## src/rtl/serial_pkg.sv

```systemverilog
// Shared serial-link definitions used by both ends of the link:
// frame levels, data width and receiver FSM encoding.
package serial_pkg;

    localparam int   DATA_BITS   = 8;
    localparam logic IDLE_LEVEL  = 1'b1;
    localparam logic START_LEVEL = 1'b0;
    localparam logic STOP_LEVEL  = 1'b1;

    localparam logic [1:0] S_IDLE  = 2'd0;
    localparam logic [1:0] S_START = 2'd1;
    localparam logic [1:0] S_DATA  = 2'd2;
    localparam logic [1:0] S_STOP  = 2'd3;

    typedef enum logic [1:0] {
        ST_IDLE  = S_IDLE,
        ST_START = S_START,
        ST_DATA  = S_DATA,
        ST_STOP  = S_STOP
    } rx_state_t;

    function automatic logic majority3(input logic a, input logic b, input logic c);
        return (a & b) | (a & c) | (b & c);
    endfunction

endpackage

```

## src/rtl/serial_sync.sv

```systemverilog
// Multi-stage synchronizer for the asynchronous serial line.
// Resets to the idle level so that reset never looks like a start bit.
module serial_sync
    import serial_pkg::*;
#(
    parameter int SYNC_STAGES = 2
) (
    input  logic clk,
    input  logic reset,
    input  logic i_d,
    output logic o_q
);

    logic [SYNC_STAGES-1:0] r_sync;

    always_ff @(posedge clk) begin
        if (reset) begin
            r_sync <= {SYNC_STAGES{IDLE_LEVEL}};
        end else begin
            r_sync <= {r_sync[SYNC_STAGES-2:0], i_d};
        end
    end

    assign o_q = r_sync[SYNC_STAGES-1];

endmodule

```

## src/rtl/serial_receiver.sv

```systemverilog
// Oversampling UART-style receiver: 8N1 frames, majority vote over three
// mid-bit samples, one-cycle valid / frame_err strobes.
module serial_receiver
    import serial_pkg::*;
#(
    parameter int OVERSAMPLE  = 4,
    parameter int SYNC_STAGES = 2
) (
    input  logic                 clk,
    input  logic                 reset,
    input  logic                 rx,
    output logic [DATA_BITS-1:0] byte_out,
    output logic                 valid,
    output logic                 frame_err,
    output logic                 busy
);

    localparam int M    = OVERSAMPLE / 2;
    localparam int PH_W = $clog2(OVERSAMPLE);

    localparam logic [PH_W-1:0] PH_ONE  = PH_W'(1);
    localparam logic [PH_W-1:0] PH_A    = PH_W'(M - 1);
    localparam logic [PH_W-1:0] PH_B    = PH_W'(M);
    localparam logic [PH_W-1:0] PH_VOTE = PH_W'(M + 1);
    localparam logic [PH_W-1:0] PH_LAST = PH_W'(OVERSAMPLE - 1);
    localparam logic [2:0]      BIT_LAST = 3'(DATA_BITS - 1);

    logic                 w_rx_s;
    logic                 w_maj;
    logic                 w_start;
    logic                 w_at_vote;
    logic                 w_at_last;

    rx_state_t            r_state;
    rx_state_t            w_state_nxt;
    logic [PH_W-1:0]      r_phase;
    logic [PH_W-1:0]      w_phase_nxt;
    logic [2:0]           r_bit_idx;
    logic [2:0]           w_bit_nxt;
    logic                 w_shift_en;
    logic                 w_valid_nxt;
    logic                 w_err_nxt;

    logic                 r_rx_d;
    logic                 r_smp_a;
    logic                 r_smp_b;
    logic [DATA_BITS-1:0] r_shift;
    logic [DATA_BITS-1:0] r_byte;
    logic                 r_valid;
    logic                 r_frame_err;

    serial_sync #(
        .SYNC_STAGES(SYNC_STAGES)
    ) u_sync (
        .clk   (clk),
        .reset (reset),
        .i_d   (rx),
        .o_q   (w_rx_s)
    );

    // Edge-based start detection: a line stuck low never re-triggers.
    assign w_start   = (r_rx_d == IDLE_LEVEL) && (w_rx_s == START_LEVEL);
    assign w_maj     = majority3(r_smp_a, r_smp_b, w_rx_s);
    assign w_at_vote = (r_phase == PH_VOTE);
    assign w_at_last = (r_phase == PH_LAST);

    always_ff @(posedge clk) begin
        if (reset) begin
            r_state   <= ST_IDLE;
            r_phase   <= '0;
            r_bit_idx <= '0;
        end else begin
            r_state   <= w_state_nxt;
            r_phase   <= w_phase_nxt;
            r_bit_idx <= w_bit_nxt;
        end
    end

    always_comb begin
        w_state_nxt = r_state;
        w_phase_nxt = w_at_last ? '0 : r_phase + PH_ONE;
        w_bit_nxt   = r_bit_idx;
        w_shift_en  = 1'b0;
        w_valid_nxt = 1'b0;
        w_err_nxt   = 1'b0;
        case (r_state)
            ST_IDLE: begin
                w_phase_nxt = '0;
                if (w_start) begin
                    w_state_nxt = ST_START;
                    w_phase_nxt = PH_ONE;
                end
            end
            ST_START: begin
                if (w_at_vote && (w_maj == IDLE_LEVEL)) begin
                    w_state_nxt = ST_IDLE;
                    w_phase_nxt = '0;
                end else if (w_at_last) begin
                    w_state_nxt = ST_DATA;
                    w_bit_nxt   = '0;
                end
            end
            ST_DATA: begin
                w_shift_en = w_at_vote;
                if (w_at_last) begin
                    if (r_bit_idx == BIT_LAST) begin
                        w_state_nxt = ST_STOP;
                        w_bit_nxt   = '0;
                    end else begin
                        w_bit_nxt = r_bit_idx + 3'd1;
                    end
                end
            end
            ST_STOP: begin
                // Leave mid stop bit so the next start edge is never missed.
                if (w_at_vote) begin
                    w_state_nxt = ST_IDLE;
                    w_phase_nxt = '0;
                    w_valid_nxt = (w_maj == STOP_LEVEL);
                    w_err_nxt   = (w_maj != STOP_LEVEL);
                end
            end
            default: begin
                w_state_nxt = ST_IDLE;
                w_phase_nxt = '0;
            end
        endcase
    end

    always_ff @(posedge clk) begin
        if (r_phase == PH_A) begin
            r_smp_a <= w_rx_s;
        end
        if (r_phase == PH_B) begin
            r_smp_b <= w_rx_s;
        end
        if (w_shift_en) begin
            r_shift <= {w_maj, r_shift[DATA_BITS-1:1]};
        end
    end

    always_ff @(posedge clk) begin
        if (reset) begin
            r_rx_d      <= IDLE_LEVEL;
            r_byte      <= '0;
            r_valid     <= 1'b0;
            r_frame_err <= 1'b0;
        end else begin
            r_rx_d      <= w_rx_s;
            r_valid     <= w_valid_nxt;
            r_frame_err <= w_err_nxt;
            if (w_valid_nxt) begin
                r_byte <= r_shift;
            end
        end
    end

    assign byte_out  = r_byte;
    assign valid     = r_valid;
    assign frame_err = r_frame_err;
    assign busy      = (r_state != ST_IDLE);

endmodule
```

## config.mk

```make
export PLATFORM = sky130hd
export DESIGN_NAME = serial_receiver
export DESIGN_NICKNAME = d
export VERILOG_FILES = /design/src/rtl/serial_pkg.sv /design/src/rtl/serial_sync.sv /design/src/rtl/serial_receiver.sv
export SDC_FILE = /design/constraint.sdc
export NUM_CORES = 1
export LEC_CHECK = 0
export ABC_AREA = 1
export CELL_PAD_IN_SITES_DETAIL_PLACEMENT = 1
export CELL_PAD_IN_SITES_GLOBAL_PLACEMENT = 1
export CORE_UTILIZATION = 40
export CTS_CLUSTER_SIZE = 40
export DETAILED_ROUTE_END_ITERATION = 16
export GPL_TIMING_DRIVEN = 0
export PLACE_DENSITY_LB_ADDON = 0.1
export SKIP_CTS_REPAIR_TIMING = 1
export SYNTH_ARGS = -nofsm -noshare
export SYNTH_HDL_FRONTEND = slang
export SYNTH_HIERARCHICAL = 1
export SYNTH_SLANG_ARGS = --single-unit
```

## constraint.sdc

```tcl
create_clock -name clk -period 3.7 [get_ports clk]
set_clock_uncertainty 0.15 [all_clocks]
set_input_delay 0.555 -clock clk [delete_from_list [all_inputs] [get_ports clk]]
set_output_delay 0.555 -clock clk [all_outputs]
set_load 0.03 [all_outputs]
```

# --- Word-level counts from Yosys, hierarchy flattened ---
# Index checks and enable logic that the tools add are counted.
classes:
  bitwise: 9
  n_eq_ne: 14
  add_sub_neg: 2
  reduce_logical: 8
  n_mux: 20
op_table:
  columns: ["operator", "count"]
  rows:
  - ["2-to-1 mux 2 bit", 9]
  - ["2-to-1 mux 3 bit", 4]
  - ["inequality test 2 bit, second input constant", 6]
  - ["== test 2 bit, second input constant", 4]
  - ["case mux 2 bit (4 select lines)", 1]
  - ["case mux 2 bit (3 select lines)", 1]
  - ["case mux 3 bit (2 select lines)", 1]
  - ["AND reduction 5 bit", 1]
  - ["== test 2 x 1 -> 1 bit, second input constant", 2]
  - ["2-to-1 mux 1 bit", 4]
  - ["NOT 1 bit", 4]
  - ["AND reduction 4 bit", 1]
  - ["nonzero test 2 bit", 2]
  - ["adder 3 x 1 -> 3 bit, second input constant", 1]
  - ["bitwise AND 1 bit", 3]
  - ["== test 3 bit, second input constant", 1]
  - ["inequality test 3 bit, second input constant", 1]
  - ["OR reduction 3 bit", 1]
  - ["adder 2 x 1 -> 2 bit, second input constant", 1]
  - ["logical AND 1 bit", 2]
  - ["logical NOT 2 bit", 1]
  - ["bitwise OR 1 bit", 2]
word_totals:
  regBits: 30

# --- Longest topological paths before layout ---
# Gate-level depths: netlist of run 1.
logic_depth:
  word_depth: 6
  depth_mapped: 8
  depth_no_buf: 8

# --- By module ---
# Netlist of run 1, hierarchy kept.
by_module_without_submodules:
  columns: ["mod", "instances", "area_per_inst_um2", "cells_per_inst"]
  rows:
  - ["serial_receiver", 1, 1082.3, 114]
  - ["serial_sync", 1, 58.8, 7]

# --- Worst setup path after synthesis of run 1 ---
# OpenSTA, ideal clock, no wires.
synth_timing:
  path_type: "flip-flop to flip-flop"
  start: "register r_phase[0]"
  end: "register r_shift[0] (enable)"
  n_path_buf: 0
  arrival_time_ns: 1.128
  required_time_ns: 3.175
  setup_slack_ns: 2.047
  stages_incl_launch_ff: 4
  path_cell_list: "dfxtp_1 ha_1 inv_1 nor2_1"
synth_via:
  elab_chain_cells: 2
synth_lines:
  columns: ["element", "line", "source"]
  rows:
  - ["start: declaration", "serial_receiver.sv:36", "logic [PH_W-1:0] r_phase;"]
  - ["start signal: assignment", "serial_receiver.sv:74", "r_phase <= w_phase_nxt;"]
  - ["== test 2 bit", "serial_receiver.sv:64", "assign w_at_vote = (r_phase == PH_VOTE);"]
  - ["2-to-1 mux 1 bit", "serial_receiver.sv:86", "case (r_state)"]
  - ["named net w_shift_en", "serial_receiver.sv:40", "logic w_shift_en;"]
  - ["end signal: assignment", "serial_receiver.sv:138", "r_shift <= {w_maj, r_shift[DATA_BITS-1:1]};"]
  - ["end: declaration", "serial_receiver.sv:47", "logic [DATA_BITS-1:0] r_shift;"]
# The timed path passes the listed nets, and every way through them passes these cells.
# A chain may end at the register's enable or synchronous reset.

==> flow_summary.yaml, run 1 <==
status:
  status: "finished clean"
synthesis:
  synth_xor_xnor_area_share: 0
  ys_types: 15
  yosysWarnings: 6
  syn_nets: 129
  syn_inst: 121
  synth-compound-area-share: 0.0844
  seq_area_frac_synth: 0.614
  synth_top_family_by_area: "simple AND/OR/NAND/NOR gates"
  yosys-mux-area-fraction: 0
  synth-seq-cells: 30
  synth.area.top_cells: "dfxtp_1, edfxtp_1, nor2_1, nand2_1, ha_1"
  avgSynthCellArea_um2: 9.43
  yosys.area_share.simple: 0.178
  synth_area_um2: 1140
  synth_adder_area_share: 0.0548
  yosys.area.top_type: "dfxtp_1"
  synth_top_area_share: 0.351
pwr:
  p_leak_uw: 0.000582
  power.density_nw_per_um2: 412
  vdd_ir_drop_max_mv: 0.229
  finalPower_uw: 559
place:
  port_buffers: 13
  place_congestion: 0.762
  hpwl_um: 1590
  dpl_cell_area_um2: 1310
  dp_cells: 165
detailed_routing:
  viasPerCell: 4.92
  wl_um: 2150
  m1WireLength_um: 1030
  met3_length_um: 94
  routed.top_layer: "met4"
  first_pass_iters: 4
  ant_nets: 0
  vias: 847
  drc: 0
  first_iter_violations: 20
  wire_per_inst_um: 12.5
  route.met2.wl_um: 994
clock_network:
  clock_sinks: 30
  clk_latency_ns: 0.31
  htree_levels: 2
  clockBufferDepth: 2
  clk_pin_slew_ns: 0.09
  cts_buffers: 5
  cts_tree: "yes"
  clockRootBuffer: "clkbuf_4"
critical_path:
  slowest_stage: "clkdlybuf4s50_1"
  ff2ff_path_depth: 3
  r2r_end: "r_shift[0]"
  cp_max_fo: 7
  crit_chain: "nor2_1 -> inv_1 -> clkdlybuf4s50_1"
  critPathLaunchType: "register"
  slowest_delay_ns: 0.59
  arrival_ns: 1.63
  endpoint_kind: "output port"
  crit_required_ns: 2.99
  crit_type: "reg -> out"
  r2r_slack_ns: 1.66
  r2r-start: "r_phase[0]"
global_routing:
  grt_max_degree: 11
  grt_pass1_wl_um: 3890
  gr-total-overflow: 0
  antenna_found_initial: 0
  track_usage: 0.163
  grt_pass1_vias: 861
sta:
  finalHoldViolations: 0
  grt_setup_unrepaired: "false"
  relSlewSlack: 0.434
  tightest_slew_ns: 0.846
  finalSetupViolations: 0
  period_needed_ns: 2.34
  fin_crit_sh: 0.631
  max_freq_mhz: 428
  tns_ns: 0
  drv_slew: 0
finish:
  synthToLayoutAreaGrowth_pct: 19.0
  fin_area_um2: 1360
  n_antenna_cell: 0
  multi_input_area_um2: 362
  area.sequential_um2: 701
  fillers: 329
  fin_nets: 149
  finalNonFillerCells: 172
  layout-drive-gt1-share: 0.0851
die:
  rows: 19
  die_x_um: 55.4
  die_height_um: 55.4
  core_um2: 2730
  die_area_um2: 3070
  pin_count: 14
  initial_core_util: 0.417
worst_hold_path:
  hp-start: "u_sync/r_sync[0]"
  min_path_cells: 2
  hp-class: "reg -> reg"
  min_to: "u_sync/r_sync[1]"
job:
  maxCapViolCount: 0
[where the power goes]
part | switching [µW] | total, µW | internal, µW | leakage [µW]
clock network | 103 | 171 | 68.2 | 0.0000308
registers | 5.12 | 349 | 344 | 0.000251
logic | 24.7 | 38.7 | 14.0 | 0.000301
total | 133 | 559 | 426 | 0.000582
[sequential cells by signal, summed over array words and instances, names as in the netlist, named ones only]
register and cells:
r_smp_a 1, r_state 1, valid 1, r_bit_idx 3, byte_out 8, r_phase 2
r_smp_b 1, frame_err 1, u_sync/r_sync 2, r_rx_d 1, r_shift 8
[Yosys cell counts (all sizes together)]
master  instances
dfxtp          20
o221ai          1
a211oi          1
a21oi           5
buf             1
nand2          20
nand4           2
edfxtp         10
nand3           1
ha              5
nor2           26
inv            18
o21ai          11
[cells in the final DEF (no fill, tap or decap), types with 5 or more instances in the layout]
cell type,instances
clkbuf_4,5
inv_1,16
edfxtp_1,10
dfxtp_1,20
clkdlybuf4s50_1,13
o21ai_0,11
ha_1,5
nand2_1,20
a21oi_1,5
nor2_1,25
[cell families after synthesis]
group,Yosys count
AOI/OAI and AO/OA,18
adders and majority gates,5
and+or+nand+nor,49
buffers and inverters,19
DFF,30
[stage by stage]
| step | hold slack, ns | setup slack [ns] | utilization |
|---|---|---|---|
| finish | 0.291 | 1.36 | 0.497 |
| global route | 0.332 | 1.24 | 0.497 |
| CTS | 0.302 | 1.37 | 0.497 |
| detailed placement | 0.272 | 1.62 | 0.479 |
| global placement | 0.244 | 1.69 | 0.479 |
| floorplan | 0.237 | 2.05 | - |
[routing by layer]
layer	track usage	vias to the layer above
met5	0	-
met4	0.0643	0
met3	0.0539	5
met2	0.246	19
met1	0.217	401
li1	-	422
[how the worst max path moves through the flow]
stage	startpoint	end	depth (start not counted)	slack (ns)
3_3_place_gp	r_phase[0]	r_shift[0]	3	1.69
2_1_floorplan	r_phase[0]	r_shift[0]	3	2.05
6_report	register	busy	3	1.36
4_1_cts	register	busy	3	1.37
5_1_grt	register	busy	3	1.24
3_5_place_dp	r_phase[0]	r_shift[1]	3	1.62
[critical path, delay by kind of cell (launching register included)]
kind / cells / cell delay, ns
AND/OR/NAND/NOR: 1 / 0.29
buffers and inverters: 2 / 0.66
flip-flops: 1 / 0.38
[area by class of cell]
| type | count | share of cell area |
|---|---|---|
| Tap cell | 31 | 0.0286 |
| Inverter | 18 | 0.0498 |
| Buffer | 1 | 0.00829 |
| Sequential cell | 30 | 0.516 |
| Multi-Input combinational cell | 72 | 0.266 |
| Clock buffer | 5 | 0.0276 |
| Clock inverter | 2 | 0.00737 |
| Timing Repair Buffer | 13 | 0.0959 |
(Power assumes the default switching activity.)
==> run 2: changes to the inputs <==
--- a/config.mk
+++ b/config.mk
@@ -8,7 +8,7 @@
 export ABC_AREA = 1
 export CELL_PAD_IN_SITES_DETAIL_PLACEMENT = 1
 export CELL_PAD_IN_SITES_GLOBAL_PLACEMENT = 1
-export CORE_UTILIZATION = 40
+export CORE_UTILIZATION = 36
 export CTS_CLUSTER_SIZE = 40
 export DETAILED_ROUTE_END_ITERATION = 16
 export GPL_TIMING_DRIVEN = 0
==> constraint.sdc (replaced) <==
create_clock -name clk -period 2.1 [get_ports clk]
set_clock_uncertainty 0.15 [all_clocks]
set_input_delay 0.315 -clock clk [delete_from_list [all_inputs] [get_ports clk]]
set_output_delay 0.315 -clock clk [all_outputs]
set_load 0.03 [all_outputs]
==> run 2 against run 1 <==
  * Routed wire length increased by 4.6%
  * Sequential power increased by 76%
  * Hold slack got worse by 0.017 ns
  * Non-clock buffer count unchanged
  * Register-to-register slack got worse by 1.4 ns
  * Clock power increased by 81%
  * Utilization decreased by 4.0 points
  * Largest power group unchanged
  * Setup slack got worse by 1.1 ns
  * Critical path depth unchanged
  * Flip-flop and latch count unchanged
  * Count of clock-buffer cells in the layout unchanged
==> flow_summary.yaml, run 2 (synthesis gave the netlist of run 1 again) <==
status:
  status: "finished clean"
finish:
  layout-drive-gt1-share: 0.0993
  finalNonFillerCells: 185
  fin_area_um2: 1380
  mostFrequentLayoutCell: "nor2_1"
  n_antenna_cell: 0
  fillers: 375
  layout_common_cells: "nor2_1, nand2_1, dfxtp_1"
  synthToLayoutAreaGrowth_pct: 21.1
  fin_nets: 149
pwr:
  p_leak_uw: 0.000598
  combinationalPowerShare: 0.070
  power_frac_clock: 0.312
  p_sw_uw: 243
  finalPower_uw: 994
  p_int_uw: 751
  pwr-share-seq: 0.619
  vdd_ir_drop_max_mv: 0.308
  power.density_nw_per_um2: 720
  switching_share: 0.245
place:
  dpl_cell_area_um2: 1330
  place_congestion: 0.720
  dp_cells: 178
  port_buffers: 13
  hpwl_um: 1620
clock_network:
  cts_tree: "yes"
  clock_sinks: 30
  htree_levels: 2
  clk_pin_slew_ns: 0.09
  cts_buffers: 5
  clockRootBuffer: "clkbuf_4"
  clockBufferDepth: 2
  clk_latency_ns: 0.32
critical_path:
  arrival_ns: 1.63
  endpoint_kind: "register"
  crit_type: "reg -> reg"
  ff2ff_path_depth: 3
  cp_max_fo: 10
  r2r_slack_ns: 0.29
  critPathLaunchType: "register"
  crit_required_ns: 1.92
detailed_routing:
  wl_um: 2250
  viasPerCell: 4.52
  ant_nets: 0
  first_pass_iters: 5
  first_iter_violations: 20
  vias: 837
  wire_per_inst_um: 12.2
  drc: 0
worst_hold_path:
  min_path_cells: 2
  hp-class: "reg -> reg"
global_routing:
  antenna_found_initial: 0
  gr-total-overflow: 0
  track_usage: 0.153
  grt_max_degree: 11
  grt_pass1_vias: 854
  grt_pass1_wl_um: 3710
sta:
  finalSetupViolations: 0
  tightest_slew_ns: 0.552
  tns_ns: 0
  drv_slew: 0
  relSlewSlack: 0.632
  finalHoldViolations: 0
  max_freq_mhz: 553
  fin_crit_sh: 0.862
  grt_setup_unrepaired: "false"
  period_needed_ns: 1.81
die:
  die_height_um: 58.3
  pin_count: 14
  rows: 20
  initial_core_util: 0.377
  die_x_um: 58.3
  die_area_um2: 3400
  core_um2: 3030
job:
  maxCapViolCount: 0
[run 2: changes by cell type in the layout (fill, tap and decap cells not counted), sizes merged]
cell and change:
clkdlybuf4s50 -1, dlymetal6s2s +1
[run 2: power by group through the flow]
stage | clock (µW) | combinational, µW | sequential (µW)
4_1_cts | 323 | 70.2 | 615
3_3_place_gp | 0 | 66.3 | 628
5_1_grt | 348 | 77.6 | 618
3_5_place_dp | 0 | 69.8 | 628
6_report | 310 | 69.2 | 615
2_1_floorplan | 0 | 45.5 | 626
[run 2: path summary, 6_finish.rpt]
kind / startpoint / endpoint
hold reg to reg: u_sync/r_sync[0] / u_sync/r_sync[1]
setup / recovery: r_phase[0] / r_shift[4]
hold / removal: u_sync/r_sync[0] / u_sync/r_sync[1]
setup reg to reg: r_phase[0] / r_shift[4]
[run 2: critical path, stage by stage (launching register included)]
cell and delay [ns]:
dfxtp_1 0.37, ha_1 0.33, inv_1 0.14, nor2_2 0.47
[run 2: final cells by class]
cell class	count	area [µm²]	share of cell area
repair buffers	13	133	0.0960
multi-input cells	72	367	0.265
inverters	18	67.6	0.0489
well taps	44	55.1	0.0399
clock buffers	5	37.5	0.0272
plain buffers	1	11.3	0.00815
clock inverters	2	10.0	0.00725
flip-flops and latches	30	701	0.507
[run 2: per-layer routing]
metal  up-vias  share of wire  global-route usage
met5         -              0                   0
met4         0          0.026               0.102
met3         8          0.032              0.0462
met2        13           0.45               0.232
met1       392           0.49               0.189
li1        424              -                   -
[run 2: stage by stage]
step	worst slack [ns]	hold slack (ns)	utilization
after CTS	-0.0426	0.277	0.454
after floorplan	0.447	0.234	-
after global placement	0.0759	0.245	0.438
after detailed placement	0.0272	0.254	0.438
final	0.291	0.274	0.456
after global routing	0.153	0.316	0.456
